**src/rtl/approx_pp_accumulator.sv**
```systemverilog
// Sequential shift-and-add multiplier: one partial-product row per cycle, accumulated
// through an adder whose low APPROX_BITS columns are carry-free OR and upper columns exact.

module approx_pp_half_adder (
  input  logic a_i,
  input  logic b_i,
  output logic s_o,
  output logic c_o
);
  assign s_o = a_i ^ b_i;
  assign c_o = a_i & b_i;
endmodule

module approx_pp_full_adder (
  input  logic a_i,
  input  logic b_i,
  input  logic c_i,
  output logic s_o,
  output logic c_o
);
  logic s1;
  logic c1;
  logic c2;

  approx_pp_half_adder u_ha0 (.a_i(a_i), .b_i(b_i), .s_o(s1),  .c_o(c1));
  approx_pp_half_adder u_ha1 (.a_i(s1),  .b_i(c_i), .s_o(s_o), .c_o(c2));

  assign c_o = c1 | c2;
endmodule

module approx_pp_accumulator #(
  parameter int WIDTH       = 8,
  parameter int APPROX_BITS = 4
) (
  input  logic                 clk,
  input  logic                 rst,
  input  logic                 in_valid,
  output logic                 in_ready,
  input  logic [WIDTH-1:0]     a,
  input  logic [WIDTH-1:0]     b,
  output logic                 out_valid,
  input  logic                 out_ready,
  output logic [2*WIDTH-1:0]   product
);
  localparam int PW    = 2 * WIDTH;
  localparam int CNT_W = (WIDTH > 1) ? $clog2(WIDTH) : 1;
  localparam logic [CNT_W-1:0] CNT_LAST = CNT_W'(WIDTH - 1);

  typedef enum logic [1:0] {
    S_IDLE,
    S_ACCUM,
    S_DONE
  } state_e;

  state_e            state_q, state_d;
  logic [WIDTH-1:0]  a_q, a_d;
  logic [WIDTH-1:0]  b_q, b_d;
  logic [PW-1:0]     acc_q, acc_d;
  logic [CNT_W-1:0]  cnt_q, cnt_d;

  logic [PW-1:0]     row;
  logic [PW-1:0]     sum;
  logic [PW-1:0]     carry;

  assign row = b_q[cnt_q] ? ({{WIDTH{1'b0}}, a_q} << cnt_q) : '0;

  // The carry chain enters the exact region as 0; OR columns just forward that 0 upward.
  assign carry[0] = 1'b0;

  for (genvar i = 0; i < PW; i++) begin : g_col
    if (i < APPROX_BITS) begin : g_or
      assign sum[i] = acc_q[i] | row[i];
      if (i < PW - 1) begin : g_fwd
        assign carry[i+1] = carry[i];
      end
    end else if (i == PW - 1) begin : g_msb
      // Carry-out of the top column is discarded, so only its sum bit is formed.
      assign sum[i] = acc_q[i] ^ row[i] ^ carry[i];
    end else begin : g_fa
      approx_pp_full_adder u_fa (
        .a_i (acc_q[i]),
        .b_i (row[i]),
        .c_i (carry[i]),
        .s_o (sum[i]),
        .c_o (carry[i+1])
      );
    end
  end

  // NOTE: every output and next-state signal gets a default first so no latch is inferred.
  always_comb begin
    state_d   = state_q;
    a_d       = a_q;
    b_d       = b_q;
    acc_d     = acc_q;
    cnt_d     = cnt_q;
    in_ready  = 1'b0;
    out_valid = 1'b0;

    unique case (state_q)
      S_IDLE: begin
        in_ready = 1'b1;
        if (in_valid) begin
          a_d     = a;
          b_d     = b;
          acc_d   = '0;
          cnt_d   = '0;
          state_d = S_ACCUM;
        end
      end
      S_ACCUM: begin
        acc_d = sum;
        if (cnt_q == CNT_LAST) begin
          state_d = S_DONE;
        end else begin
          cnt_d = cnt_q + 1'b1;
        end
      end
      S_DONE: begin
        out_valid = 1'b1;
        if (out_ready) begin
          state_d = S_IDLE;
        end
      end
      default: state_d = S_IDLE;
    endcase
  end

  // NOTE: state registers use non-blocking assignments so all of them update together.
  always_ff @(posedge clk or posedge rst) begin
    if (rst) begin
      state_q <= S_IDLE;
      a_q     <= '0;
      b_q     <= '0;
      acc_q   <= '0;
      cnt_q   <= '0;
    end else begin
      state_q <= state_d;
      a_q     <= a_d;
      b_q     <= b_d;
      acc_q   <= acc_d;
      cnt_q   <= cnt_d;
    end
  end

  assign product = acc_q;

endmodule
```
**config.mk**
```make
export PLATFORM = sky130hd
export DESIGN_NAME = approx_pp_accumulator
export DESIGN_NICKNAME = d
export VERILOG_FILES = /design/src/rtl/approx_pp_accumulator.sv
export SDC_FILE = /design/constraint.sdc
export NUM_CORES = 1
export LEC_CHECK = 0
export BUFFER_PORTS_ARGS = -buffer_cell sky130_fd_sc_hd__buf_2
export CAP_MARGIN = 20
export CORE_ASPECT_RATIO = 0.5
export CORE_MARGIN = 3
export CORE_UTILIZATION = 25
export CTS_BUF_LIST = sky130_fd_sc_hd__clkbuf_8
export CTS_CLUSTER_SIZE = 28
export DETAILED_ROUTE_END_ITERATION = 8
export PLACE_DENSITY_LB_ADDON = 0.08
export SYNTH_ARGS = -nofsm -noshare
export SYNTH_HDL_FRONTEND = slang
export SYNTH_HIERARCHICAL = 1
export SYNTH_SLANG_ARGS = --single-unit
```
**constraint.sdc**
```tcl
create_clock -name clk -period 8.97 [get_ports clk]
set_input_delay 1.794 -clock clk [delete_from_list [all_inputs] [get_ports clk]]
set_output_delay 1.794 -clock clk [all_outputs]
set_load 0.05 [all_outputs]
```
== Yosys cells after proc, flatten, opt, wreduce, memory -nomap -nowiden ==
Cells that the tools add are included.

* Memories: 0
* Logic and storage cells: 93
* Flip-flop bits (word level): 37
* Bits in read-only memories: 0
* Output and inout bits: 18
* Bits in writable memories: 0
* Input bits: 20
* Latch bits: 0

* Shifts and indexed selects: 1
* Equal/unequal tests: 7
* Bitwise logic cells: 58
* Multiply operators: 0
* Order comparisons: 1
* Mux-type cells: 14
* Reduce and logical (&&, ||, !) cells: 6
* $add $sub $neg: 1
* Divide/modulo/power cells: 0

{| class="wikitable"
|+ Operator list
! kind !! count
|-
| $mux W16 || 2
|-
| $pmux W16 S2 || 1
|-
| $xor A1 B1 Y1 || 23
|-
| $and A1 B1 Y1 || 21
|-
| $shl A8 B3 Y16 || 1
|-
| $or A1 B1 Y1 || 14
|-
| $ne A2 B2 Y1 const B || 4
|-
| $mux W2 || 3
|-
| $mux W3 || 2
|-
| $pmux W2 S3 || 1
|-
| $pmux W3 S2 || 1
|-
| $reduce_and A3 Y1 || 2
|-
| $lt A3 B4 Y1 const B || 1
|-
| $reduce_and A2 Y1 || 2
|-
| $add A3 B1 Y3 const B || 1
|-
| $bmux W1 S3 || 1
|-
| $eq A3 B3 Y1 const B || 1
|-
| $mux W1 || 3
|-
| $eq A2 B1 Y1 const B || 1
|-
| $eq A2 B2 Y1 const B || 1
|-
| $logic_not A2 Y1 || 1
|-
| $reduce_bool A2 Y1 || 1
|}

== Longest topological paths before layout ==
Gate-level depths: netlist of the first run.

* Depth after elaboration: 26
* Mapped depth: 31
* Mapped depth without buffers: 29

== Hierarchy ==
The synthesis of the first run kept the hierarchy.

{| class="wikitable"
|+ Modules (own cells, without submodules)
! module !! area each (sq um) !! times used !! sequential area each (sq um) !! cells each
|-
| approx_pp_accumulator || 1,851.8 || 1 || 925.9 || 145
|-
| approx_pp_half_adder || 12.5 || 22 || 0.0 || 1
|-
| approx_pp_full_adder || 6.3 || 11 || 0.0 || 1
|}

== Least setup slack after synthesis of the first run ==
No wires, ideal clock.

* Kind: reg-to-reg
* From: register cnt_q[0]
* To: register acc_q[15] (netlist: product[15])
* Setup slack: 3.206 ns
* Path buffers: 1
* Data required time: 8.851 ns
* Cell stages (with the launch flop): 30
* Arrival time: 5.644 ns
* Setup time: 0.119 ns
* Clock period less this slack: 5.764 ns
* Path through: dfrtp_1 buf_6 mux4_2 inv_2 o31ai_1 ha_1 or2_1 ha_1 or2_1 ha_1 or2_1 ha_1 or2_1 ha_1 or2_1 ha_1 or2_1 ha_1 or2_1 ha_1 or2_1 ha_1 or2_1 ha_1 or2_1 ha_1 or2_1 nand3b_1 xor2_1 nor2_1

* Longest elaborated chain between the ends: 26
* Elaborated cells between the ends (all ways): 48
* Those cells by class: shift (1); mux (4); bitwise (43)

{| class="wikitable"
|+ RTL lines
! item !! RTL line !! RTL
|-
| from (decl) || 59 || <nowiki>logic [CNT_W-1:0] cnt_q, cnt_d;</nowiki>
|-
| from (signal assigned) || 142 || <nowiki>cnt_q <= cnt_d;</nowiki>
|-
| $bmux W1 S3 || 65 || <nowiki>assign row = b_q[cnt_q] ? ({{WIDTH{1'b0}}, a_q} << cnt_q) : '0;</nowiki>
|-
| $mux W1 (not written as such) || 65 ||
|-
| $mux W16 * || 65 ||
|-
| net row[4] || 61 || <nowiki>logic [PW-1:0] row;</nowiki>
|-
| $and A1 B1 Y1 * || 11 || <nowiki>assign c_o = a_i & b_i;</nowiki>
|-
| net g_col[4].g_fa.u_fa.c1 || 22 || <nowiki>logic c1;</nowiki>
|-
| $and A1 B1 Y1 * || 11 ||
|-
| net g_col[5].g_fa.u_fa.c2 || 23 || <nowiki>logic c2;</nowiki>
|-
| (+1 left out) || -- ||
|-
| net carry[6] || 63 || <nowiki>logic [PW-1:0] carry;</nowiki>
|-
| (+1 left out) || -- ||
|-
| net g_col[6].g_fa.u_fa.c2 || 23 ||
|-
| (+1 left out) || -- ||
|-
| net carry[7] || 63 ||
|-
| (+1 left out) || -- ||
|-
| net g_col[7].g_fa.u_fa.c2 || 23 ||
|-
| (+1 left out) || -- ||
|-
| net carry[8] || 63 ||
|-
| (+1 left out) || -- ||
|-
| net g_col[8].g_fa.u_fa.c2 || 23 ||
|-
| (+1 left out) || -- ||
|-
| net carry[9] || 63 ||
|-
| (+1 left out) || -- ||
|-
| net g_col[9].g_fa.u_fa.c2 || 23 ||
|-
| (+1 left out) || -- ||
|-
| net carry[10] || 63 ||
|-
| (+1 left out) || -- ||
|-
| net g_col[10].g_fa.u_fa.c2 || 23 ||
|-
| (+1 left out) || -- ||
|-
| net carry[11] || 63 ||
|-
| (+1 left out) || -- ||
|-
| net g_col[11].g_fa.u_fa.c2 || 23 ||
|-
| (+1 left out) || -- ||
|-
| net carry[12] || 63 ||
|-
| (+1 left out) || -- ||
|-
| net g_col[12].g_fa.u_fa.c2 || 23 ||
|-
| (+1 left out) || -- ||
|-
| net carry[13] || 63 ||
|-
| (+1 left out) || -- ||
|-
| net g_col[13].g_fa.u_fa.c2 || 23 ||
|-
| $or A1 B1 Y1 * || 28 || <nowiki>assign c_o = c1 | c2;</nowiki>
|-
| net carry[14] || 63 ||
|-
| $and A1 B1 Y1 * || 11 ||
|-
| net g_col[14].g_fa.u_fa.c2 || 23 ||
|-
| $or A1 B1 Y1 * || 28 ||
|-
| net carry[15] || 63 ||
|-
| $xor A1 B1 Y1 * || 78 || <nowiki>assign sum[i] = acc_q[i] ^ row[i] ^ carry[i];</nowiki>
|-
| $pmux W16 S2 * || 100 || <nowiki>unique case (state_q)</nowiki>
|-
| to (signal assigned) || 135 || <nowiki>acc_q <= '0;</nowiki>
|-
| to (signal assigned) || 141 || <nowiki>acc_q <= acc_d;</nowiki>
|-
| to (decl) || 58 || <nowiki>logic [PW-1:0] acc_q, acc_d;</nowiki>
|}

Mark *: on every way through the listed nets, which the timed path passes. The rest lies on a longest branch. The select of a mux whose other input is x is not followed.
A chain may end at the register's enable or synchronous reset.

== Final worst setup path of the first run ==
Same ends and word-level chain as after synthesis.

==> summary.md, run 1 <==
### Run status
• **status** finished clean

### GRT
• **number of antenna violations at the first check in global routing** 0
• **maximum number of pins on one net before global-route repair** 38
• **vias in the first global route** 1,542
• **first-pass GRT wire length** 8330 um
• **Tot GR Track Use** 10.8%
• **GRT Residual Overflow** 0

### Drt
• **final WL** 4930 um
• **detailed-route vias per instance** 4.58
• **number of DRC markers in iteration 0** 67
• **length of the first detailed-routing pass in iterations** 4
• **final antenna-violating net count** 0
• **via count** 1,508
• **DR WL/cell** 15.0 um
• **DRC violations left** 0

### Yosys
• **Main synth FF type** dfrtp_1
• **YS warnings** 6
• **sequential fraction of the synthesis area** 42.2%
• **Yosys cell types** 35
• **number of nets in the synthesized netlist** 222
• **netlist area before placement** 2200 sq um
• **number of instances in the synthesized netlist** 178
• **post-synthesis sequential element count** 37
• **average cell area after synthesis** 12.3 sq um
• **Post-synth EDFFs** 0
• **async set-reset flop share out of synthesis** 100%

### Timing
• **timing-limited maximum frequency** 153 MHz
• **transition time of the tightest slew-check pin** 0.956 ns
• **sum of negative setup slack** 0 ns
• **final period utilization** 72.7%
• **Rel. slew slack** 36.1%
• **final worst path period need** 6.52 ns
• **max-slew violations** 0
• **setup repair after global routing missed its margin** false
• **final setup violating endpoints** 0
• **Worst Hold Margin** 0.490 ns
• **count of final hold-check violations** 0
• **Post-Route Skew** 0.00286 ns

### Power and ir drop
• **maximum vdd ir drop** 0.132 mV
• **portion of total power attributed to the clock network** 13.4%
• **power share of the sequential group** 30.3%
• **total power divided by cell area** 430 nW/um^2
• **internal power contribution** 619 uW
• **share of power burned in combinational logic** 56.3%
• **switching share of power** 44.8%
• **Static Leak** 0.00130 uW
• **switching pwr** 502 uW

### Clocking
• **library cell used as clock root buffer** clkbuf_8
• **latest clock arrival within the worst-skew pair** 0.29 ns
• **number of hold buffers added after CTS** 0
• **maximum number of buffers from clock root to sink** 2
• **clk slew on worst S/H paths** 0.07 ns
• **# Post-CTS Setup Buffers** 0
• **number of clock buffers inserted by TritonCTS** 5
• **Post-CTS Resized** 0
• **number of clock sinks** 37
• **CTS tree** yes
• **H-Tree Level Count** 2

### Worst hold path
• **worst min-delay path class** register to register
• **min-delay src** product[0]

### Worst setup path
• **flop-to-flop setup slack** 2.45 ns
• **type of the worst setup path** register to register
• **end of the critical path** product[15]
• **Slowest Stage Delay on Critical Path** 0.81 ns
• **crit path from** cnt_q[0]
• **cell with the largest stage delay on the worst path** dfrtp_1
• **Worst Path Arrival** 6.70 ns
• **depth of the worst register-to-register path** 28
• **CP max FO** 19
• **CP startpoint kind** register
• **worst r2r dst** product[15]
• **launching point of the worst reg2reg path** cnt_q[0]
• **kind of end point of the critical path** register
• **data required time at the worst endpoint** 9.15 ns

### Run
• **count of max-cap constraint violations** 0

### Placed design
• **placed wire-length estimate** 3710 um
• **RePlAce Congestion** 0.704
• **port bufs** 37
• **placed cell count** 321
• **cell area reported after detailed placement** 2490 sq um

### Layout
• **layout-stage area growth over the synthesis result** 18.9%
• **net count of the finished layout** 260
• **Inserted Diodes** 0
• **top library cells by usage in the layout, fill and taps aside** 37 x dfrtp_1, 37 x buf_2, 24 x ha_1, 19 x mux2_2, 14 x a22o_1
• **final-layout fill cell count** 871
• **final design area excluding fillers** 2610 sq um
• **fraction of layout instances using a drive strength above 1** 34.1%
• **final non-filler cell total** 329
• **post-route core utilization** 31.6%

### Die
• **initial core utilization** 26.6%
• **Die Footprint** 10,000 sq um
• **boundary pin count** 38
• **height of the chip** 72.3 um
• **DIE WIDTH** 139 um
• **Core Footprint** 8260 sq um
• **Std-Cell Rows** 23

-- per-stage QoR --
stage / worst slack (ns) / total power, uW
floorplan: 3.21 / 821
global placement: 2.50 / 975
detailed placement: 2.38 / 982
CTS: 2.38 / 1140
global route: 2.01 / 1230
finish: 2.45 / 1120
-- power by group through the flow --
stage                     sequential, uW  clock (uW)  combinational (uW)
after floorplan                      384           0                 437
after global placement               345           0                 630
after detailed placement             347           0                 636
after CTS                            342         158                 642
after global routing                 359         165                 710
final                                340         150                 632
-- cells by family after synthesis --
family | after synthesis | synth area share [%]
muxes | 28 | 17.8
xor gates and xnor gates | 1 | 0.399
adders and majority gates | 24 | 13.7
AOI/OAI and AO/OA | 28 | 11.6
buffers and inverters | 16 | 3.70
other | 1 | 0.171
and+or+nand+nor | 43 | 10.5
DFF | 37 | 42.2
-- area by class of cell --
type / count / area [sq um] / area share, %
clock buffer: 6 / 82.6 / 3.16
timing repair buffer: 40 / 208 / 7.96
sequential: 37 / 926 / 35.5
tap: 112 / 140 / 5.37
inverter: 7 / 26.3 / 1.01
multi-input combinational: 125 / 1190 / 45.7
clock inverter: 2 / 33.8 / 1.29
-- registers in the layout, summed over array words and instances, names as in the netlist --
signal   cells
b_q          8
cnt_q        3
product     16
state_q      2
a_q          8
-- cell usage after synthesis (all sizes together), types with 3 or more instances --
cell,instances,area [sq um]
a22o,14,123
buf,8,51.3
dfrtp,37,926
ha,24,300
inv,7,26.3
mux2,19,214
mux2i,3,30.0
mux4,6,146
nand2,5,18.8
nand3,9,45.0
nor2,8,30.0
o31ai,4,30.0
or2,11,68.8
-- worst min-delay path by stage --
stage                       to  depth (start not counted)  slack, ns
floorplan               b_q[2]                          1       0.48
global placement    product[0]                          1       0.48
detailed placement  product[0]                          1       0.47
CTS                 product[0]                          1       0.49
global route        product[0]                          1       0.53
finish              product[0]                          1       0.49
-- metal layers --
layer / up-vias / track usage (%) / wire (um)
met5: - / 0 / 0
met4: 0 / 3.29 / 53
met3: 8 / 3.62 / 209
met2: 28 / 14.8 / 1930
met1: 724 / 15.9 / 2740
li1: 748 / - / -
-- worst max-delay path: cells and delay by family, from the launching register on --
family / cells / cell delay [ns]
and+or+nand+nor: 14 / 2.73
adders and majority gates: 11 / 1.90
muxes: 1 / 0.70
xor gates and xnor gates: 1 / 0.17
DFF: 1 / 0.81
AOI/OAI and AO/OA: 1 / 0.09
Power figures use the tool's default switching activity.
==> run 2: changes to the inputs <==
Settings changed: ABC_AREA set to 1.
Clock period 8.97 ns to 6.8 ns, I/O delays scaled along.
==> summary.md, run 2 <==
### Clocking
• **H-Tree Level Count** 2, unchanged
• **clk slew on worst S/H paths** 0.08 ns, about the same
• **library cell used as clock root buffer** clkbuf_8
• **latest clock arrival within the worst-skew pair** 0.30 ns, about the same
• **number of clock buffers inserted by TritonCTS** 5, unchanged
• **number of clock sinks** 37, unchanged
• **Post-CTS Resized** 0, unchanged
• **CTS tree** yes
• **# Post-CTS Setup Buffers** 0, unchanged
• **maximum number of buffers from clock root to sink** 2, unchanged
• **number of hold buffers added after CTS** 0, unchanged

### Layout
• **final non-filler cell total** 453, +38%
• **commonest non-fill, non-tap cell in the layout** nand2_1
• **fraction of layout instances using a drive strength above 1** 16.7%, -17 points
• **top library cells by usage in the layout, fill and taps aside** 90 x nand2_1, 46 x nand3_1, 43 x inv_1, 37 x dfrtp_1, 37 x buf_2
• **Inserted Diodes** 0, unchanged
• **layout-stage area growth over the synthesis result** 16.2%
• **final design area excluding fillers** 2700 sq um, +3.6%
• **number of flip-flops in the largest register** 16, unchanged
• **post-route core utilization** 30.4%, -1.2 points
• **net count of the finished layout** 380, +46%

### Yosys
• **YS warnings** 6, unchanged
• **async set-reset flop share out of synthesis** 100%, unchanged
• **average cell area after synthesis** 7.70 sq um, -38%
• **most frequent cell after synthesis** nand2_1
• **post-synthesis sequential element count** 37, unchanged
• **top post-synthesis cells by area** dfrtp_1 40%, nand2_1 15%, ha_1 13%
• **Yosys cell types** 23, -34%
• **Post-synth top cells** 90 x nand2_1, 46 x nand3_1, 43 x inv_1, 37 x dfrtp_1, 24 x ha_1
• **number of instances in the synthesized netlist** 302, +70%
• **Main synth FF type** dfrtp_1
• **number of nets in the synthesized netlist** 346, +56%
• **sequential fraction of the synthesis area** 39.8%, -2.4 points
• **Post-synth EDFFs** 0, unchanged
• **post-synth top area share** 39.8%, -2.4 points
• **netlist area before placement** 2330 sq um, +5.9%
• **Synth area leader** dfrtp_1

### Drt
• **length of the first detailed-routing pass in iterations** 5, +1
• **number of DRC markers in iteration 0** 138, +110%
• **final antenna-violating net count** 0, unchanged
• **final WL** 5880 um, +19%
• **detailed-route vias per instance** 4.35, -5.0%
• **via count** 1,972, +31%
• **DRC violations left** 0, unchanged
• **DR WL/cell** 13.0 um, -13%

### Timing
• **transition time of the tightest slew-check pin** 0.834 ns, -0.122 ns
• **max-slew violations** 0, unchanged
• **final worst path period need** 5.00 ns, -1.52 ns
• **setup repair after global routing missed its margin** false
• **timing-limited maximum frequency** 200 MHz, +30%
• **final period utilization** 73.6%, +0.88 points
• **final setup violating endpoints** 0, unchanged
• **Rel. slew slack** 44.2%, +8.0 points
• **count of final hold-check violations** 0, unchanged
• **sum of negative setup slack** 0 ns, unchanged
• **Post-Route Skew** 0.00469 ns, +0.00183 ns

### Placed design
• **placed wire-length estimate** 4360 um, +18%
• **port bufs** 37, unchanged
• **cell area reported after detailed placement** 2600 sq um, +4.3%
• **RePlAce Congestion** 0.851, +21%
• **placed cell count** 446, +39%

### Worst setup path
• **CP startpoint kind** register
• **data required time at the worst endpoint** 6.98 ns, -2.17 ns
• **cell with the largest stage delay on the worst path** dfrtp_1
• **kind of end point of the critical path** register
• **Slowest Stage Delay on Critical Path** 0.65 ns, -0.16 ns
• **flop-to-flop setup slack** 1.80 ns, -0.65 ns
• **type of the worst setup path** register to register
• **Worst Path Arrival** 5.19 ns, -1.51 ns
• **CP max FO** 14, -5

### Die
• **Core Footprint** 8890 sq um, +7.6%
• **height of the chip** 74.2 um, +2.7%
• **Std-Cell Rows** 24, +4.3%
• **Die Footprint** 10,600 sq um, +5.5%
• **DIE WIDTH** 142 um, +2.8%
• **boundary pin count** 38, unchanged
• **initial core utilization** 26.2%, -0.42 points

### GRT
• **number of antenna violations at the first check in global routing** 0, unchanged
• **Tot GR Track Use** 11.8%, +1.0 points
• **maximum number of pins on one net before global-route repair** 43, +13%
• **vias in the first global route** 1,810, +17%
• **first-pass GRT wire length** 9660 um, +16%
• **GRT Residual Overflow** 0, unchanged

### Run
• **count of max-cap constraint violations** 0, unchanged

### Run status
• **status** finished clean

### Worst hold path
• **worst min-delay path class** register to register

## run 2: final timing paths
path | start | endpoint | cells past startpoint
setup / recovery | cnt_q[1] | product[15] | 42
hold / removal | product[15] | product[15] | 1
setup reg to reg | cnt_q[1] | product[15] | 42
hold reg to reg | product[15] | product[15] | 1
max in group asynchronous | rst | product[7] | 3
min in group asynchronous | rst | b_q[1] | 3
## run 2: metrics by stage
step           hold WS (ns)  setup WS (ns)
4_1_cts               0.466           1.78
3_3_place_gp          0.447           1.83
5_1_grt               0.478           1.29
3_5_place_dp          0.453           1.79
2_1_floorplan         0.481           2.57
6_report              0.464           1.80
## run 2: cells by family after synthesis
group	share of synthesized area, %
other cells	0.161
compound gates	3.93
buf+inv	10.4
fa+ha+maj	12.9
flops	39.8
simple gates	28.9
mux	3.87
## run 2: layout make-up
cell class              instances  area (sq um)
multi-input cells             207          1160
repair buffers                 38           193
flip-flops and latches         37           926
inverters                      47           176
clock buffers                   5          68.8
well taps                     117           146
fillers                       975          6180
clock inverters                 2          35.0
## run 2: metal layers
layer  track usage, %  wire length [um]
met2             17.0              2430
met1             17.2              3090
met5                0                 0
met3             3.73               318
met4             2.85                44
## run 2: critical path: cells and delay by family, from the launching register on
family	cells	cell delay, ns
fa+ha+maj	11	2.02
simple gates	16	1.14
flops	1	0.65
compound gates	2	0.20
buf+inv	13	0.93
Power of run 2 is left out: the tool's default activity adds up to more than one toggle a clock period on the data nets, which glitch-free logic cannot reach.
==> run 3: changes to the inputs <==
Settings changed: ABC_AREA 1 to 0.
Clock period 6.8 ns to 4.2 ns, I/O delays scaled along.
==> summary.md, run 3 (synthesized netlist as in run 1, its figures left out) <==
### Placed design
• **placed wire-length estimate** 4120 um, -5.5%
• **port bufs** 37, unchanged
• **RePlAce Congestion** 0.738, -13%
• **placed cell count** 358, -20%

### Drt
• **final antenna-violating net count** 0, unchanged
• **final WL** 5440 um, -7.5%
• **detailed-route vias per instance** 4.51, +3.5%
• **DR WL/cell** 14.8 um, +14%
• **number of DRC markers in iteration 0** 44, -68%
• **DRC violations left** 0, unchanged
• **via count** 1,658, -16%
• **length of the first detailed-routing pass in iterations** 3, -2

### Die
• **Core Footprint** 8260 sq um, -7.1%
• **Die Footprint** 10,000 sq um, -5.3%
• **initial core utilization** 26.6%, +0.42 points
• **boundary pin count** 38, unchanged
• **height of the chip** 72.3 um, -2.6%
• **DIE WIDTH** 139 um, -2.7%
• **Std-Cell Rows** 23, -4.2%

### Power and ir drop
• **maximum vdd ir drop** 0.250 mV
• **Static Leak** 0.00145 uW
• **total power divided by cell area** 929 nW/um^2

### Clocking
• **clk slew on worst S/H paths** 0.08 ns, about the same
• **number of clock sinks** 37, unchanged
• **H-Tree Level Count** 2, unchanged
• **CTS tree** yes
• **number of clock buffers inserted by TritonCTS** 5, unchanged
• **library cell used as clock root buffer** clkbuf_8
• **latest clock arrival within the worst-skew pair** 0.30 ns, about the same
• **maximum number of buffers from clock root to sink** 2, unchanged

### Worst setup path
• **kind of end point of the critical path** register
• **CP startpoint kind** register
• **data required time at the worst endpoint** 4.39 ns, -2.59 ns
• **cell with the largest stage delay on the worst path** mux4_2
• **Slowest Stage Delay on Critical Path** 0.60 ns, -0.05 ns
• **type of the worst setup path** register to register
• **CP max FO** 6, -8
• **Worst Path Arrival** 5.95 ns, +0.76 ns

### Run status
• **status** complete, but fails checks
• **failing checks** negative setup slack

### Worst hold path
• **worst min-delay path class** register to register

### Timing
• **Post-Route Skew** 0.00570 ns, +0.00101 ns
• **final setup violating endpoints** 5, +5
• **final period utilization** 137%, +64 points
• **Rel. slew slack** 37.6%, -6.6 points
• **smallest setup slack after layout** -1.57 ns, -3.36 ns
• **final worst path period need** 5.77 ns, +0.764 ns
• **Worst Hold Margin** 0.490 ns, +0.0258 ns
• **timing-limited maximum frequency** 173 MHz, -13%
• **setup repair after global routing missed its margin** true
• **max-slew violations** 0, unchanged
• **count of final hold-check violations** 0, unchanged
• **transition time of the tightest slew-check pin** 0.934 ns, +0.0998 ns

### Layout
• **fraction of layout instances using a drive strength above 1** 51.2%, +35 points
• **final non-filler cell total** 368, -19%
• **layout-stage area growth over the synthesis result** 34.5%
• **number of flip-flops in the largest register** 16, unchanged
• **Inserted Diodes** 0, unchanged
• **commonest non-fill, non-tap cell in the layout** buf_4
• **net count of the finished layout** 299, -21%
• **top library cells by usage in the layout, fill and taps aside** 42 x buf_4, 37 x buf_2, 36 x dfrtp_1, 19 x mux2_2, 14 x a22o_1

### GRT
• **Tot GR Track Use** 11.8%, about the same
• **maximum number of pins on one net before global-route repair** 38, -12%
• **number of antenna violations at the first check in global routing** 0, unchanged
• **GRT Residual Overflow** 0, unchanged
• **vias in the first global route** 1,763, -2.6%
• **first-pass GRT wire length** 9180 um, -5.0%

### Run
• **count of max-cap constraint violations** 0, unchanged

==> run 3: changes by cell type in the layout (fill, tap and decap cells not counted), moves of 11 or more <==
cell,before,now
mux2_2,2,19
nand3_1,46,8
nand2_1,90,5
a22o_1,0,14
buf_4,1,42
inv_1,43,6
ha_1,24,13
==> run 3: worst paths after layout <==
kind | start | to | slack, ns | depth (start not counted)
min in group asynchronous | rst | b_q[0] | 0.65 | 3
hold / removal | product[2] | product[2] | 0.49 | 1
setup / recovery | cnt_q[0] | product[15] | -1.57 | 28
max in group asynchronous | rst | cnt_q[0] | 3.18 | 3
hold reg to reg | product[2] | product[2] | 0.49 | 1
setup reg to reg | cnt_q[0] | product[15] | -1.57 | 28
==> run 3: final cells by class <==
class                   count  area [sq um]
clock buffers               7          96.3
clock inverters             1          5.00
fillers                   845          5310
inverters                   7          28.8
multi-input cells         125          1260
flip-flops and latches     37           927
well taps                 112           140
repair buffers             79           500
==> run 3: metrics by stage <==
step | utilization, % | setup TNS [ns] | worst slack [ns] | total power (uW) | area [sq um]
detailed placement | 34.0 | -5.63 | -1.75 | 2420 | 2810
floorplan | - | -3.77 | -1.35 | 1780 | 2230
global placement | 34.0 | -5.58 | -1.75 | 2390 | 2810
CTS | 35.6 | -4.92 | -1.61 | 2780 | 2940
global route | 35.8 | -5.75 | -1.83 | 3000 | 2950
finish | 35.8 | -4.70 | -1.57 | 2750 | 2950
==> run 3: power by group <==
group	internal, uW	switching (uW)	total (uW)
Sequential	526	128	654
Clock	148	135	283
Combinational	893	915	1810
Total	1570	1180	2750
==> run 3: worst max-delay path, delay by kind of cell (launching register included) <==
kind	cells	cell delay (ns)
XOR/XNOR	1	0.14
adder cells (fa/ha/maj)	11	1.76
multiplexers	1	0.60
AO/OA/AOI/OAI	1	0.08
AND/OR/NAND/NOR	14	2.58
flip-flops	1	0.49
==> run 3: metal layers <==
layer	part of all wire [%]	wire length (um)	GRT usage (%)	vias to the layer above
met5	0	0	0	-
met4	1.3	70	3.29	0
met3	3.6	194	3.49	7
met2	40	2180	17.0	26
met1	55	3000	17.3	803
li1	-	-	-	822
==> run 3: repair_timing <==
item	4_1_cts	5_1_grt
hold buffers	0	0
pin swaps	3	0
gates resized for setup	4	3
buffers inserted	2	0
setup endpoints to repair	6	6
